[config.mk]
export PLATFORM = sky130hd
export DESIGN_NAME = vxc_axpy_sequencer_flat
export DESIGN_NICKNAME = d
export VERILOG_FILES = /design/src/rtl/vxc_axpy_sequencer_if.sv /design/src/rtl/vxc_axpy_sequencer.sv /design/src/flat_wrapper.sv
export SDC_FILE = /design/constraint.sdc
export NUM_CORES = 1
export LEC_CHECK = 0
export CAP_MARGIN = 20
export CORE_MARGIN = 1
export CORE_UTILIZATION = 29
export CTS_CLUSTER_SIZE = 12
export DETAILED_ROUTE_END_ITERATION = 10
export DONT_BUFFER_PORTS = 1
export HOLD_SLACK_MARGIN = 0.15
export PLACE_DENSITY_LB_ADDON = 0.05
export SLEW_MARGIN = 10
export SYNTH_ARGS = -nofsm -noshare
export SYNTH_HDL_FRONTEND = slang
export SYNTH_SLANG_ARGS = --single-unit
[constraint.sdc]
create_clock -name clk -period 3.7 [get_ports clk]
set_clock_uncertainty 0.15 [all_clocks]
set_input_delay 0.74 -clock clk [delete_from_list [all_inputs] [get_ports clk]]
set_output_delay 0.74 -clock clk [all_outputs]
set_load 0.01 [all_outputs]
[src/rtl/vxc_axpy_sequencer_if.sv]
// Handshake/bus bundle for vxc_axpy_sequencer.
// The master side issues jobs (start/op_in/abort). The slave side is the sequencer, which drives
// the job status, the operand read strobe, the datapath controls and the result write strobe.
// Signals:
//   start, op_in, abort           job request, op select (0 add / 1 sub), synchronous cancel
//   busy, done, perf_cycles       job status, completion pulse, cycle count of last job
//   rd_en, rd_addr                chunk read strobe and chunk index (1-cycle read latency)
//   dp_op, dp_valid               datapath op and operand-valid
//   wr_en, wr_addr, wr_mask       result chunk write strobe, chunk index, per-lane enables
// NI and AW must match the parameters of the sequencer bound to this interface.
interface vxc_axpy_sequencer_if #(
   parameter int unsigned NI = 8,
   parameter int unsigned AW = 8
);
   logic          start;
   logic          op_in;
   logic          abort;
   logic          busy;
   logic          done;
   logic          rd_en;
   logic [AW-1:0] rd_addr;
   logic          dp_op;
   logic          dp_valid;
   logic          wr_en;
   logic [AW-1:0] wr_addr;
   logic [NI-1:0] wr_mask;
   logic [15:0]   perf_cycles;

   modport master (
      output start, op_in, abort,
      input  busy, done, rd_en, rd_addr, dp_op, dp_valid, wr_en, wr_addr, wr_mask, perf_cycles
   );

   modport slave (
      input  start, op_in, abort,
      output busy, done, rd_en, rd_addr, dp_op, dp_valid, wr_en, wr_addr, wr_mask, perf_cycles
   );
endinterface

[src/rtl/vxc_axpy_sequencer.sv]
// Chunked vector add/subtract job sequencer.
// A job walks C = ceil(NOE/NI) chunks: it reads one chunk per cycle from the operand memories,
// marks operands valid one cycle later, and writes each result chunk 1+PIPE_LAT cycles after its
// read. The last chunk's write mask covers only the lanes that hold real elements.
// Ports:
//   clk    rising-edge clock
//   reset  asynchronous active-low reset (release is synchronised before a job may start)
//   bus    vxc_axpy_sequencer_if slave modport (see the interface for the signal list)
// Optional feature: define VXC_SEQ_PERF_CNT_EN to build the saturating 16-bit job cycle counter
// that drives perf_cycles; otherwise perf_cycles is tied to 0.
module vxc_axpy_sequencer #(
   parameter int unsigned NOE      = 19,
   parameter int unsigned NI       = 8,
   parameter int unsigned PIPE_LAT = 8,
   parameter int unsigned AW       = 8
) (
   input logic                 clk,
   input logic                 reset,
   vxc_axpy_sequencer_if.slave bus
);

   localparam int unsigned   NumChunks = (NOE + NI - 1) / NI;
   localparam int unsigned   LastLanes = NOE - (NumChunks - 1) * NI;
   localparam logic [AW-1:0] LastAddr  = AW'(NumChunks - 1);

   function automatic logic [NI-1:0] lane_mask(input int unsigned lanes);
      logic [NI-1:0] m;
      m = '0;
      for (int unsigned j = 0; j < NI; j++) begin
         if (j < lanes) m[j] = 1'b1;
      end
      return m;
   endfunction

   localparam logic [NI-1:0] LastMask = lane_mask(LastLanes);

   typedef enum logic [1:0] {StIdle, StIssue, StDrain, StDone} state_e;

   state_e            state_q;
   logic              busy_q;
   logic              done_q;
   logic              rd_en_q;
   logic [AW-1:0]     rd_addr_q;
   logic              dp_op_q;
   logic [1:0]        arm_q;
   logic [PIPE_LAT:0] vld_q;
   logic [AW-1:0]     addr_q [PIPE_LAT+1];

   logic              accept;
   logic              kill;
   logic              wr_en;
   logic [AW-1:0]     wr_addr;
   logic              last_wr;
   logic [NI-1:0]     wr_mask;

   // arm_q[1] rises on the second edge after reset release; no job is accepted before that.
   assign accept  = (state_q == StIdle) && bus.start && arm_q[1];
   assign kill    = bus.abort && ((state_q == StIssue) || (state_q == StDrain));
   assign wr_en   = vld_q[PIPE_LAT];
   assign wr_addr = addr_q[PIPE_LAT];
   assign last_wr = wr_en && (wr_addr == LastAddr);

   always_ff @(posedge clk or negedge reset) begin
      if (!reset) begin
         state_q   <= StIdle;
         busy_q    <= 1'b0;
         done_q    <= 1'b0;
         rd_en_q   <= 1'b0;
         rd_addr_q <= '0;
         dp_op_q   <= 1'b0;
         arm_q     <= '0;
      end else begin
         arm_q  <= {arm_q[0], 1'b1};
         done_q <= 1'b0;
         unique case (state_q)
            StIdle: begin
               if (accept) begin
                  state_q   <= StIssue;
                  busy_q    <= 1'b1;
                  rd_en_q   <= 1'b1;
                  rd_addr_q <= '0;
                  dp_op_q   <= bus.op_in;
               end
            end
            StIssue: begin
               if (kill) begin
                  state_q   <= StIdle;
                  busy_q    <= 1'b0;
                  rd_en_q   <= 1'b0;
                  rd_addr_q <= '0;
               end else if (rd_addr_q == LastAddr) begin
                  state_q   <= StDrain;
                  rd_en_q   <= 1'b0;
                  rd_addr_q <= '0;
               end else begin
                  rd_addr_q <= rd_addr_q + AW'(1);
               end
            end
            StDrain: begin
               if (kill) begin
                  state_q <= StIdle;
                  busy_q  <= 1'b0;
               end else if (last_wr) begin
                  state_q <= StDone;
                  busy_q  <= 1'b0;
                  done_q  <= 1'b1;
               end
            end
            StDone: begin
               state_q <= StIdle;
            end
         endcase
      end
   end

   // Stage 0 is the operand-valid slot; stage PIPE_LAT lines up with the datapath result.
   always_ff @(posedge clk or negedge reset) begin
      if (!reset) begin
         vld_q <= '0;
         for (int unsigned k = 0; k <= PIPE_LAT; k++) addr_q[k] <= '0;
      end else if (kill) begin
         vld_q <= '0;
         for (int unsigned k = 0; k <= PIPE_LAT; k++) addr_q[k] <= '0;
      end else begin
         vld_q[0]  <= rd_en_q;
         addr_q[0] <= rd_addr_q;
         for (int unsigned k = 1; k <= PIPE_LAT; k++) begin
            vld_q[k]  <= vld_q[k-1];
            addr_q[k] <= addr_q[k-1];
         end
      end
   end

   always_comb begin
      wr_mask = '0;
      if (wr_en) wr_mask = (wr_addr == LastAddr) ? LastMask : '1;
   end

`ifdef VXC_SEQ_PERF_CNT_EN
   logic [15:0] cnt_q;
   logic [15:0] perf_q;

   // cnt_q counts the accept cycle as 1; the DONE cycle is folded in when perf_q loads.
   always_ff @(posedge clk or negedge reset) begin
      if (!reset) begin
         cnt_q  <= '0;
         perf_q <= '0;
      end else begin
         if (accept) begin
            cnt_q <= 16'd1;
         end else if ((state_q != StIdle) && (cnt_q != 16'hFFFF)) begin
            cnt_q <= cnt_q + 16'd1;
         end
         if (state_q == StDone) begin
            perf_q <= (cnt_q == 16'hFFFF) ? 16'hFFFF : cnt_q + 16'd1;
         end
      end
   end

   assign bus.perf_cycles = perf_q;
`else
   assign bus.perf_cycles = '0;
`endif

   assign bus.busy     = busy_q;
   assign bus.done     = done_q;
   assign bus.rd_en    = rd_en_q;
   assign bus.rd_addr  = rd_addr_q;
   assign bus.dp_op    = dp_op_q;
   assign bus.dp_valid = vld_q[0];
   assign bus.wr_en    = wr_en;
   assign bus.wr_addr  = wr_addr;
   assign bus.wr_mask  = wr_mask;

endmodule

[src/flat_wrapper.sv]
// flat-port wrapper written by rule: the top's interface ports become plain ports
module vxc_axpy_sequencer_flat 
#(
   parameter int unsigned NOE      = 19,
   parameter int unsigned NI       = 8,
   parameter int unsigned PIPE_LAT = 8,
   parameter int unsigned AW       = 8
)
  (clk, reset, bus_start, bus_op_in, bus_abort, bus_busy, bus_done, bus_rd_en, bus_rd_addr, bus_dp_op, bus_dp_valid, bus_wr_en, bus_wr_addr, bus_wr_mask, bus_perf_cycles);
  vxc_axpy_sequencer_if #(.NI(NI), .AW(AW)) bus_i ();
  input logic clk;
  input logic reset;
  input wire logic [$bits(bus_i.start)-1:0] bus_start;
  input wire logic [$bits(bus_i.op_in)-1:0] bus_op_in;
  input wire logic [$bits(bus_i.abort)-1:0] bus_abort;
  output wire logic [$bits(bus_i.busy)-1:0] bus_busy;
  output wire logic [$bits(bus_i.done)-1:0] bus_done;
  output wire logic [$bits(bus_i.rd_en)-1:0] bus_rd_en;
  output wire logic [$bits(bus_i.rd_addr)-1:0] bus_rd_addr;
  output wire logic [$bits(bus_i.dp_op)-1:0] bus_dp_op;
  output wire logic [$bits(bus_i.dp_valid)-1:0] bus_dp_valid;
  output wire logic [$bits(bus_i.wr_en)-1:0] bus_wr_en;
  output wire logic [$bits(bus_i.wr_addr)-1:0] bus_wr_addr;
  output wire logic [$bits(bus_i.wr_mask)-1:0] bus_wr_mask;
  output wire logic [$bits(bus_i.perf_cycles)-1:0] bus_perf_cycles;
  assign bus_i.start = bus_start;
  assign bus_i.op_in = bus_op_in;
  assign bus_i.abort = bus_abort;
  assign bus_busy = bus_i.busy;
  assign bus_done = bus_i.done;
  assign bus_rd_en = bus_i.rd_en;
  assign bus_rd_addr = bus_i.rd_addr;
  assign bus_dp_op = bus_i.dp_op;
  assign bus_dp_valid = bus_i.dp_valid;
  assign bus_wr_en = bus_i.wr_en;
  assign bus_wr_addr = bus_i.wr_addr;
  assign bus_wr_mask = bus_i.wr_mask;
  assign bus_perf_cycles = bus_i.perf_cycles;
  vxc_axpy_sequencer #(.NOE(NOE), .NI(NI), .PIPE_LAT(PIPE_LAT), .AW(AW)) u_core (.clk(clk), .reset(reset), .bus(bus_i));
endmodule
* Yosys cells after proc, flatten, opt, wreduce, memory -nomap -nowiden
Cells that the tools add are included.
** Cells by class
- Add/sub/neg operators :: 1
- Equal/unequal tests :: 9
- Multiplexer cells :: 25
- Reduce and logical (&&, ||, !) cells :: 13
** Operators with widths (count)
- two-way mux 72 bit :: 1
- two-way mux 8 bit :: 5
- equality test 8 x 2 -> 1 bit, second input constant :: 2
- one-hot mux 8 bit (2 select lines) :: 1
- two-way mux 2 bit :: 5
- two-way mux 1 bit :: 9
- two-way mux 9 bit :: 1
- adder 8 x 1 -> 8 bit, second input constant :: 1
- one-hot mux 2 bit (4 select lines) :: 1
- AND reduction 3 bit :: 2
- equality test 2 bit, second input constant :: 2
- logical AND 1 bit :: 4
- inequality test 2 x 1 -> 1 bit, second input constant :: 2
- AND reduction 2 bit :: 2
- AND reduction 4 bit :: 1
- inequality test 3 x 1 -> 1 bit, second input constant :: 1
- inequality test 3 x 2 -> 1 bit, second input constant :: 1
- one-hot mux 1 bit (3 select lines) :: 1
- nonzero test 3 bit :: 1
- equality test 2 x 1 -> 1 bit, second input constant :: 1
- zero test 2 bit :: 1
- one-hot mux 1 bit (2 select lines) :: 1
- nonzero test 2 bit :: 1
- logical OR 1 bit :: 1
** Word-level totals
- Register bits :: 97
- Bits of input ports :: 5
- Output and inout bits :: 46
- Logic and storage cells :: 65

* Longest topological paths before layout
Gate-level depths: netlist (run 1).
- Word-level depth :: 5
- Depth in mapped cells :: 7
- Gate-level depth less buffers :: 6

* Worst setup path before layout (run 1)
OpenSTA, ideal clock, no wires.
- Path kind :: register -> output
- Start :: register u_core.addr_q, in the netlist u_core.bus.wr_addr[1]
- End :: output port bus_wr_mask[4]
- Arrival time :: 1271 ps
- Data required time :: 2810 ps
- Path slack :: 1539 ps
- Stages on the path, launching flop included :: 4
- Buffers on the path :: 1
- Cell sequence :: dfrtp_1 > nor4b_2 > a21boi_0 > buf_4
** Between the ends
- Word-level cells in the longest chain between the ends :: 3
** RTL lines
- start: declaration :: RTL line vxc_axpy_sequencer.sv:47 : logic [AW-1:0] addr_q [PIPE_LAT+1];
- start signal: indexed assignment :: RTL line vxc_axpy_sequencer.sv:129 : addr_q[k] <= addr_q[k-1];
- equality test 8 x 2 -> 1 bit :: RTL line vxc_axpy_sequencer.sv:136 : if (wr_en) wr_mask = (wr_addr == LastAddr) ? LastMask : '1;
- two-way mux 8 bit (2 in a row) :: RTL line vxc_axpy_sequencer.sv:136
- end: declaration :: RTL line flat_wrapper.sv:24 : output wire logic [$bits(bus_i.wr_mask)-1:0] bus_wr_mask;
Every way passes these cells.

* Final worst setup path (run 1)
- Start :: register u_core.addr_q, in the netlist u_core.bus.wr_addr[5]
- End :: output port bus_wr_mask[4]
The elaborated chain is that of the path after synthesis.

==> results of run 1 <==
[cell usage in the layout (no fill, tap or decap), types with 2 or more instances in the layout]
| master | n |
|---|---|
| a211oi_1 | 2 |
| a21o_1 | 2 |
| a21oi_1 | 8 |
| a221oi_2 | 2 |
| a22o_1 | 3 |
| a31oi_1 | 2 |
| and2_1 | 79 |
| buf_4 | 2 |
| clkbuf_16 | 9 |
| clkbuf_8 | 2 |
| clkinv_2 | 2 |
| conb_1 | 17 |
| dfrtp_1 | 97 |
| ha_1 | 6 |
| inv_1 | 8 |
| nand2_1 | 7 |
| nand2b_1 | 2 |
| nand3_1 | 6 |
| nor2_1 | 3 |
| o21ai_0 | 7 |
| o22ai_1 | 2 |
[final cells by class]
type	count	area, um2	share of cell area
Clock inverter	3	40.0	0.00973
Tap cell	172	215	0.0523
Clock buffer	12	256	0.0623
Sequential cell	97	2430	0.590
Inverter	8	30.0	0.00730
Multi-Input combinational cell	169	1100	0.268
Timing Repair Buffer	3	42.5	0.0103
[repair_timing]
| action | CTS | global route |
|---|---|---|
| hold buffers | 1 | 0 |
| endpoints found under the hold margin | 97 | 0 |
| resized for setup | 0 | 0 |
[worst paths after layout]
| path | startpoint | end | slack (ns) |
|---|---|---|---|
| setup / recovery | u_core.bus.wr_addr[5]$_DFF_PN0_ | bus_wr_mask[4] | 1.15 |
| hold / removal | reset | u_core.bus.wr_addr[4]$_DFF_PN0_ | 0.19 |
| setup reg to reg | u_core.bus.rd_addr[0]$_DFFE_PN0P_ | u_core.state_q[1]$_DFFE_PN0P_ | 1.49 |
| hold reg to reg | u_core.arm_q[0]$_DFF_PN0_ | u_core.arm_q[1]$_DFF_PN0_ | 0.22 |
| max in group asynchronous | reset | u_core.addr_q[28]$_DFF_PN0_ | 2.87 |
| min in group clk | u_core.arm_q[0]$_DFF_PN0_ | u_core.arm_q[1]$_DFF_PN0_ | 0.22 |
[state kept, by name (all words and copies together), names as in the netlist]
register,flops
u_core.bus.busy,1
u_core.bus.rd_en,1
u_core.addr_q,64
u_core.state_q,2
u_core.bus.done,1
u_core.bus.dp_op,1
u_core.vld_q,9
u_core.arm_q,2
u_core.bus.rd_addr,8
u_core.bus.wr_addr,8
[layer usage]
layer,vias up,track usage
met2,53,0.142
li1,899,-
met1,930,0.125
met5,-,0
met3,8,0.0507
met4,0,0.0393
[cell families (layout without fill, tap and decap cells)]
family,Yosys count,after routing
mux,3,3
buf+inv,49,26
flops,97,97
compound gates,36,36
fa+ha+maj,6,6
simple gates,107,107
other cells,2,17
[worst register-to-register path, cell delays in order (launching register included)]
cell and delay (ns):
dfrtp_1 0.46, inv_1 0.14, ha_1 0.16, nor4b_4 0.33, a21oi_2 0.20, a221oi_2 0.31, mux2_1 0.35
[power by group]
part / switching [mW] / internal [mW] / leakage [nW]
clock network: 0.371 / 0.555 / 0.148
logic: 0.342 / 0.191 / 0.537
registers: 0.0737 / 1.17 / 1.33
[stage by stage]
step / hold slack, ns / utilization / area (um2) / total power, mW
6_report: 0.189 / 0.325 / 4120 / 2.71
2_1_floorplan: 0.181 / - / 3830 / 1.70
4_1_cts: 0.195 / 0.325 / 4120 / 2.76
3_5_place_dp: 0.204 / 0.299 / 3790 / 1.79
3_3_place_gp: 0.188 / 0.299 / 3790 / 1.79
5_1_grt: 0.202 / 0.325 / 4120 / 2.89
==> results.cfg, run 1 <==
[outcome]
status = finished, final reports clean

[route]
wl_met1_um = 2630
wl_met2_um = 2730
top_layer_used = met4
drc = 0
wire_per_inst_um = 12.6
drtIter0Drc = 119
ant_nets = 0
viasPerCell = 4.07
dr_wl_met3_um = 403
num_vias = 1890
routed_wl_um = 5860
dr.pass1.iters = 4

[critical_path]
crit_path_cell_trace = nor4_2 > a21boi_1 > buf_4
crit_path_top_delay_cell = nor4_2
path_depth = 3
r2r_cells = 6
cp_data_required_time_ns = 2.81
critPathBufInv = 1
startpoint_type = register
path_max_fanout = 5
cp_top_family = simple AND/OR/NAND/NOR gates
arrival_ns = 1.66
crit_path_end_kind = primary output
cp_slowest_stage_delay_ns = 0.56
path_class = reg -> out

[finish]
drive_gt1_frac = 0.0925
syn2layout_area_growth_pct = 9.09
fillers = 1288
num_antenna_cells = 0
layout.cells.non_filler = 464
nets = 299

[place]
pre_cts_ws_ns = 1.42
dp.cells = 448
hpwlAfterDp_um = 3240
portBuffers = 0
gp_routability_congestion = 0.788

[synth]
synthDistinctLibCells = 38
synth_warnings = 0
synth_xor_area_frac = 0
synth_top_area_share = 0.643
synthAdderAreaFrac = 0.0199
synth-simple-area-share = 0.179
synth_seq_area_share = 0.643
synth.mux.area_fraction = 0.00862
synth.top_cells.by_count = dfrtp_1, and2_1, buf_4
ys.flop_type = dfrtp_1
ys_ff_latch = 97
synth_top_cell_by_area = dfrtp_1
postSynthCellCount = 300
async_flop_share = 1.00
synth_compound_area_frac = 0.0673
synth_area_leaders = dfrtp_1, and2_1, buf_4
synth_edf_count = 0
syn_area_um2 = 3770
synth_top_family_by_area = simple AND/OR/NAND/NOR gates
syn_avg_cell_area_um2 = 12.6
post-synth-top-count-cell = dfrtp_1

[pwr]
peakVddDrop_mv = 0.348
power_density_nw_per_um2 = 657
cellLeakagePower_nw = 2.02

[die]
io_pins = 51
die-area_um2 = 13500
placement_rows = 41
die_w_um = 116
core_area_um2 = 12700
dieHeight_um = 116
initial_utilization = 0.298

[sta]
hold_viol_final = 0
slew_headroom = 0.602
maxSlewViolCount = 0
max_freq_mhz = 393
rsz0062_at_grt = no
finalCritPeriodShare = 0.688
min_period_ns = 2.55
setup_tns_ns = 0
setup_violations = 0
setup_ws_ns = 1.15
worst_pin_slew_ns = 0.597

[clocking]
clk_latency_ns = 0.34
post_cts_buffers = 0
htreeDepth = 3
clk_path_buf_depth = 2
clkSinkCount = 97
path_clk_slew_ns = 0.06
clockRootBuffer = clkbuf_16
cts_tree = done
numCtsBuffers = 9

[global_routing]
grt_pass1_vias = 1798
grt_max_degree = 98
grt_overflow_total = 0
antenna_found_initial = 0
grt_pass1_wl_um = 9590
grt_usage = 0.0985

[job]
maxCapViolCount = 0

[hold_path]
min_path_type = in -> async
(Power assumes the default switching activity.)
==> inputs of run 2 (changes only) <==
==> constraint.sdc (replaced) <==
create_clock -name clk -period 2.4 [get_ports clk]
set_clock_uncertainty 0.15 [all_clocks]
set_input_delay 0.48 -clock clk [delete_from_list [all_inputs] [get_ports clk]]
set_output_delay 0.48 -clock clk [all_outputs]
set_load 0.01 [all_outputs]
==> results.cfg, run 2 (synthesis gave the netlist of run 1 again) <==
[outcome]
status = complete, but fails checks
violations = hold timing

[sta]
rsz0062_at_grt = no
slew_headroom = 0.655
setup_tns_ns = 0
worst_pin_slew_ns = 0.517
hold_viol_final = 97
finalCritPeriodShare = 0.938
timing.hold.ws_ns = -0.317
maxSlewViolCount = 0
setup_violations = 0
max_freq_mhz = 444
min_period_ns = 2.25
setup_ws_ns = 0.149

[clocking]
clk_latency_ns = 0.34
clkSinkCount = 97
cts_hold_buffers = 2
postCtsResizedCells = 0
numCtsBuffers = 9
cts_tree = done
clk_path_buf_depth = 2
htreeDepth = 3
clockRootBuffer = clkbuf_16
path_clk_slew_ns = 0.07

[critical_path]
arrival_ns = 1.62
crit_path_end_kind = primary output
crit_top_cell = buf_4
cp_slowest_stage_delay_ns = 0.42
critPathLaunch = u_core.bus.wr_addr[5]$_DFF_PN0_
r2r_cells = 6
crit_path_cell_trace = nor4_2 > buf_4 > a21boi_1 > buf_4
regToRegStartpoint = u_core.state_q[0]$_DFFE_PN0P_
crit_path_top_delay_cell = dfrtp_1
path_max_fanout = 5
path_class = reg -> out
r2r_slack_ns = 0.28
cp_data_required_time_ns = 1.77
startpoint_type = register

[finish]
layout_commonest_cell = dfrtp_1
largest_registers = u_core.addr_q x64, u_core.vld_q x9
num_antenna_cells = 0
syn2layout_area_growth_pct = 11.4
mostFrequentLayoutCells = dfrtp_1, and2_1, conb_1
layout.cells.non_filler = 473
largest_reg_flops = 64
stdcell_area_um2 = 4200
drive_gt1_frac = 0.113
nets = 307
top_register = u_core.addr_q

[pwr]
peakVddDrop_mv = 0.435
power_density_nw_per_um2 = 1030
cellLeakagePower_nw = 2.06

[global_routing]
grt_pass1_vias = 1944
antenna_found_initial = 0
grt_max_degree = 98
grt_overflow_total = 0
grt_pass1_wl_um = 10100
grt_usage = 0.103

[place]
dp.cells = 455
gp_routability_congestion = 0.775
hpwlAfterDp_um = 3380
placed_cell_area_um2 = 3860
portBuffers = 0
pre_cts_ws_ns = 0.267

[route]
routed_wl_um = 5900
ant_nets = 0
dr.pass1.iters = 4
num_vias = 1917
drtIter0Drc = 118
drc = 0
wire_per_inst_um = 12.5
viasPerCell = 4.05

[die]
initial_utilization = 0.298
dieHeight_um = 116
die_w_um = 116
core_area_um2 = 12700
die-area_um2 = 13500
placement_rows = 41
io_pins = 51

[job]
maxCapViolCount = 0

[hold_path]
min_path_type = in -> async
-- run 2: where the power goes --
group | total (mW) | internal [mW] | leakage [nW] | switching (mW)
clock | 1.56 | 0.949 | 0.157 | 0.612
sequential | 1.91 | 1.81 | 1.33 | 0.100
combinational | 0.874 | 0.342 | 0.574 | 0.532
-- run 2: final timing paths --
| check | to |
|---|---|
| min in group clk | u_core.arm_q[1]$_DFF_PN0_ |
| max in group asynchronous | u_core.addr_q[62]$_DFF_PN0_ |
| worst max register to register | u_core.bus.rd_addr[2]$_DFFE_PN0P_ |
| worst min register to register | u_core.arm_q[1]$_DFF_PN0_ |
| worst min-delay path | u_core.bus.wr_addr[6]$_DFF_PN0_ |
| worst max-delay path | bus_wr_mask[3] |
-- run 2: through the flow --
stage	util	power [mW]	hold slack [ns]
6_report	0.332	4.34	-0.317
5_1_grt	0.332	4.63	-0.351
4_1_cts	0.332	4.43	-0.344
3_5_place_dp	0.304	2.83	0.0379
3_3_place_gp	0.304	2.82	0.0370
2_1_floorplan	-	2.63	0.0344
-- run 2: what timing repair did --
| item | in CTS | in global routing |
|---|---|---|
| setup endpoints to repair | 0 | 0 |
| setup buffers | 0 | 0 |
| endpoints found under the hold margin | 101 | 97 |
-- run 2: critical path: cells and delay by family, from the launching register on --
kind            cells  cell delay [ns]
buf+inv             2             0.39
flops               1             0.42
simple gates        1             0.41
compound gates      1             0.06
-- run 2: area by class of cell --
class / instances / area (um2)
inverter: 8 / 30.0
fill: 1286 / 8470
sequential: 97 / 2430
clock buffer: 11 / 243
clock inverter: 5 / 85.1
tap: 172 / 215
multi-input combinational: 169 / 1100
timing repair buffer: 11 / 100
-- run 2: routing by layer --
layer | GRT usage | part of all wire | vias up
met5 | 0 | 0 | -
li1 | - | - | 912
met3 | 0.0439 | 0.055 | 9
met1 | 0.132 | 0.47 | 952
met2 | 0.146 | 0.45 | 44
met4 | 0.0581 | 0.021 | 0
==> inputs of run 3 (changes only) <==
--- a/config.mk
+++ b/config.mk
@@ -7,7 +7,7 @@
 export LEC_CHECK = 0
 export CAP_MARGIN = 20
 export CORE_MARGIN = 1
-export CORE_UTILIZATION = 29
+export CORE_UTILIZATION = 60
 export CTS_CLUSTER_SIZE = 12
 export DETAILED_ROUTE_END_ITERATION = 10
 export DONT_BUFFER_PORTS = 1
==> results.cfg, run 3 (synthesis gave the netlist of run 1 again) <==
[outcome]
status = complete, but fails checks
violations = hold timing

[clocking]
path_clk_slew_ns = 0.09
clk_path_buf_depth = 2
cts_hold_buffers = 2
numCtsBuffers = 9
postCtsResizedCells = 0
htreeDepth = 3
clockRootBuffer = clkbuf_8
clk_latency_ns = 0.35
clkSinkCount = 97
cts_tree = done

[die]
die_w_um = 81.3
initial_utilization = 0.630
io_pins = 51
placement_rows = 28
die-area_um2 = 6610
core_area_um2 = 5990
dieHeight_um = 81.3

[finish]
largest_registers = u_core.addr_q x64, u_core.vld_q x9
mostFrequentLayoutCells = dfrtp_1, and2_1, conb_1
top_register = u_core.addr_q
syn2layout_area_growth_pct = 3.38
stdcell_area_um2 = 3900
drive_gt1_frac = 0.101
layout_commonest_cell = dfrtp_1
fillers = 438
nets = 304
largest_reg_flops = 64
num_antenna_cells = 0

[global_routing]
grt_max_degree = 98
antenna_found_initial = 0
grt_pass1_vias = 1791
grt_pass1_wl_um = 8180
grt_usage = 0.171
grt_overflow_total = 0

[route]
ant_nets = 0
wire_per_inst_um = 13.3
dr.pass1.iters = 4
drc = 0
viasPerCell = 5.10
num_vias = 1903
drtIter0Drc = 79
routed_wl_um = 4970

[critical_path]
startpoint_type = register
reg2reg_to = u_core.bus.rd_addr[2]$_DFFE_PN0P_
critPathBufInv = 2
path_max_fanout = 5
cp_data_required_time_ns = 1.77
crit_top_cell = buf_4
critPathLaunch = u_core.bus.wr_addr[0]$_DFF_PN0_
path_depth = 4
r2r_slack_ns = 0.27
path_class = reg -> out
endpoint = bus_wr_mask[5]
cp_top_family = flip-flops
crit_path_cell_trace = nor4b_2 > buf_4 > a21boi_1 > buf_4
regToRegStartpoint = u_core.state_q[0]$_DFFE_PN0P_
cp_slowest_stage_delay_ns = 0.43
crit_path_top_delay_cell = dfrtp_1
crit_path_end_kind = primary output
arrival_ns = 1.61
r2r_cells = 6

[place]
placed_cell_area_um2 = 3710
portBuffers = 0
gp_routability_congestion = 0.857
hpwlAfterDp_um = 3010

[pwr]
peakVddDrop_mv = 0.735
cellLeakagePower_nw = 1.97
p_total_mw = 3.65
power_density_nw_per_um2 = 935

[sta]
rsz0062_at_grt = no
maxSlewViolCount = 0
hold_viol_final = 97
finalCritPeriodShare = 0.931
slew_headroom = 0.663
max_freq_mhz = 447
timing.hold.ws_ns = -0.342
setup_tns_ns = 0
setup_violations = 0
min_period_ns = 2.24
worst_pin_slew_ns = 0.505

[hold_path]
min_path_type = in -> async

[job]
maxCapViolCount = 0
-- run 3: cell types whose count changed in the layout (fill, tap and decap cells not counted), moves of 2 or more --
cell,delta
buf_4,-3
clkinv_2,+2
bufinv_16,-2
clkbuf_16,-9
clkbuf_8,+8
-- run 3: repair_timing --
item                       4_1_cts  5_1_grt
hold endpoints to repair       101       97
setup endpoints to repair        0        0
setup buffers                    0        0
-- run 3: per-layer routing --
| layer | GRT usage | wire, um | vias to the layer above |
|---|---|---|---|
| met5 | 0 | 0 | - |
| met4 | 0.109 | 119 | 0 |
| met3 | 0.0483 | 189 | 11 |
| met2 | 0.242 | 2260 | 43 |
| met1 | 0.231 | 2400 | 939 |
| li1 | - | - | 910 |
-- run 3: how the worst min path moves through the flow --
stage,startpoint,to
after CTS,reset,u_core.bus.wr_addr[6]$_DFF_PN0_
after global placement,reset,u_core.bus.wr_addr[6]$_DFF_PN0_
after floorplan,reset,u_core.addr_q[10]$_DFF_PN0_
after global routing,reset,u_core.bus.wr_addr[6]$_DFF_PN0_
final,reset,u_core.bus.wr_addr[6]$_DFF_PN0_
after detailed placement,reset,u_core.bus.wr_addr[6]$_DFF_PN0_
-- run 3: power breakdown --
part / leakage (nW) / internal, mW / switching [mW]
combinational: 0.558 / 0.329 / 0.493
clock: 0.0827 / 0.378 / 0.535
sequential: 1.33 / 1.81 / 0.105
total: 1.97 / 2.51 / 1.13
-- run 3: final cells by class --
type | count | area (um2) | share of cell area
Inverter | 8 | 30.0 | 0.00770
Multi-Input combinational cell | 169 | 1100 | 0.282
Clock buffer | 10 | 128 | 0.0327
Timing Repair Buffer | 8 | 77.6 | 0.0199
Sequential cell | 97 | 2430 | 0.622
Clock inverter | 6 | 42.5 | 0.0109
Tap cell | 75 | 93.8 | 0.0241
-- run 3: metrics by stage --
step / setup slack, ns / util / instances
floorplan: 0.362 / - / 315
finish: 0.165 / 0.651 / 373
global route: 0.0505 / 0.651 / 373
detailed placement: 0.278 / 0.619 / 355
global placement: 0.396 / 0.619 / 355
CTS: 0.136 / 0.651 / 373
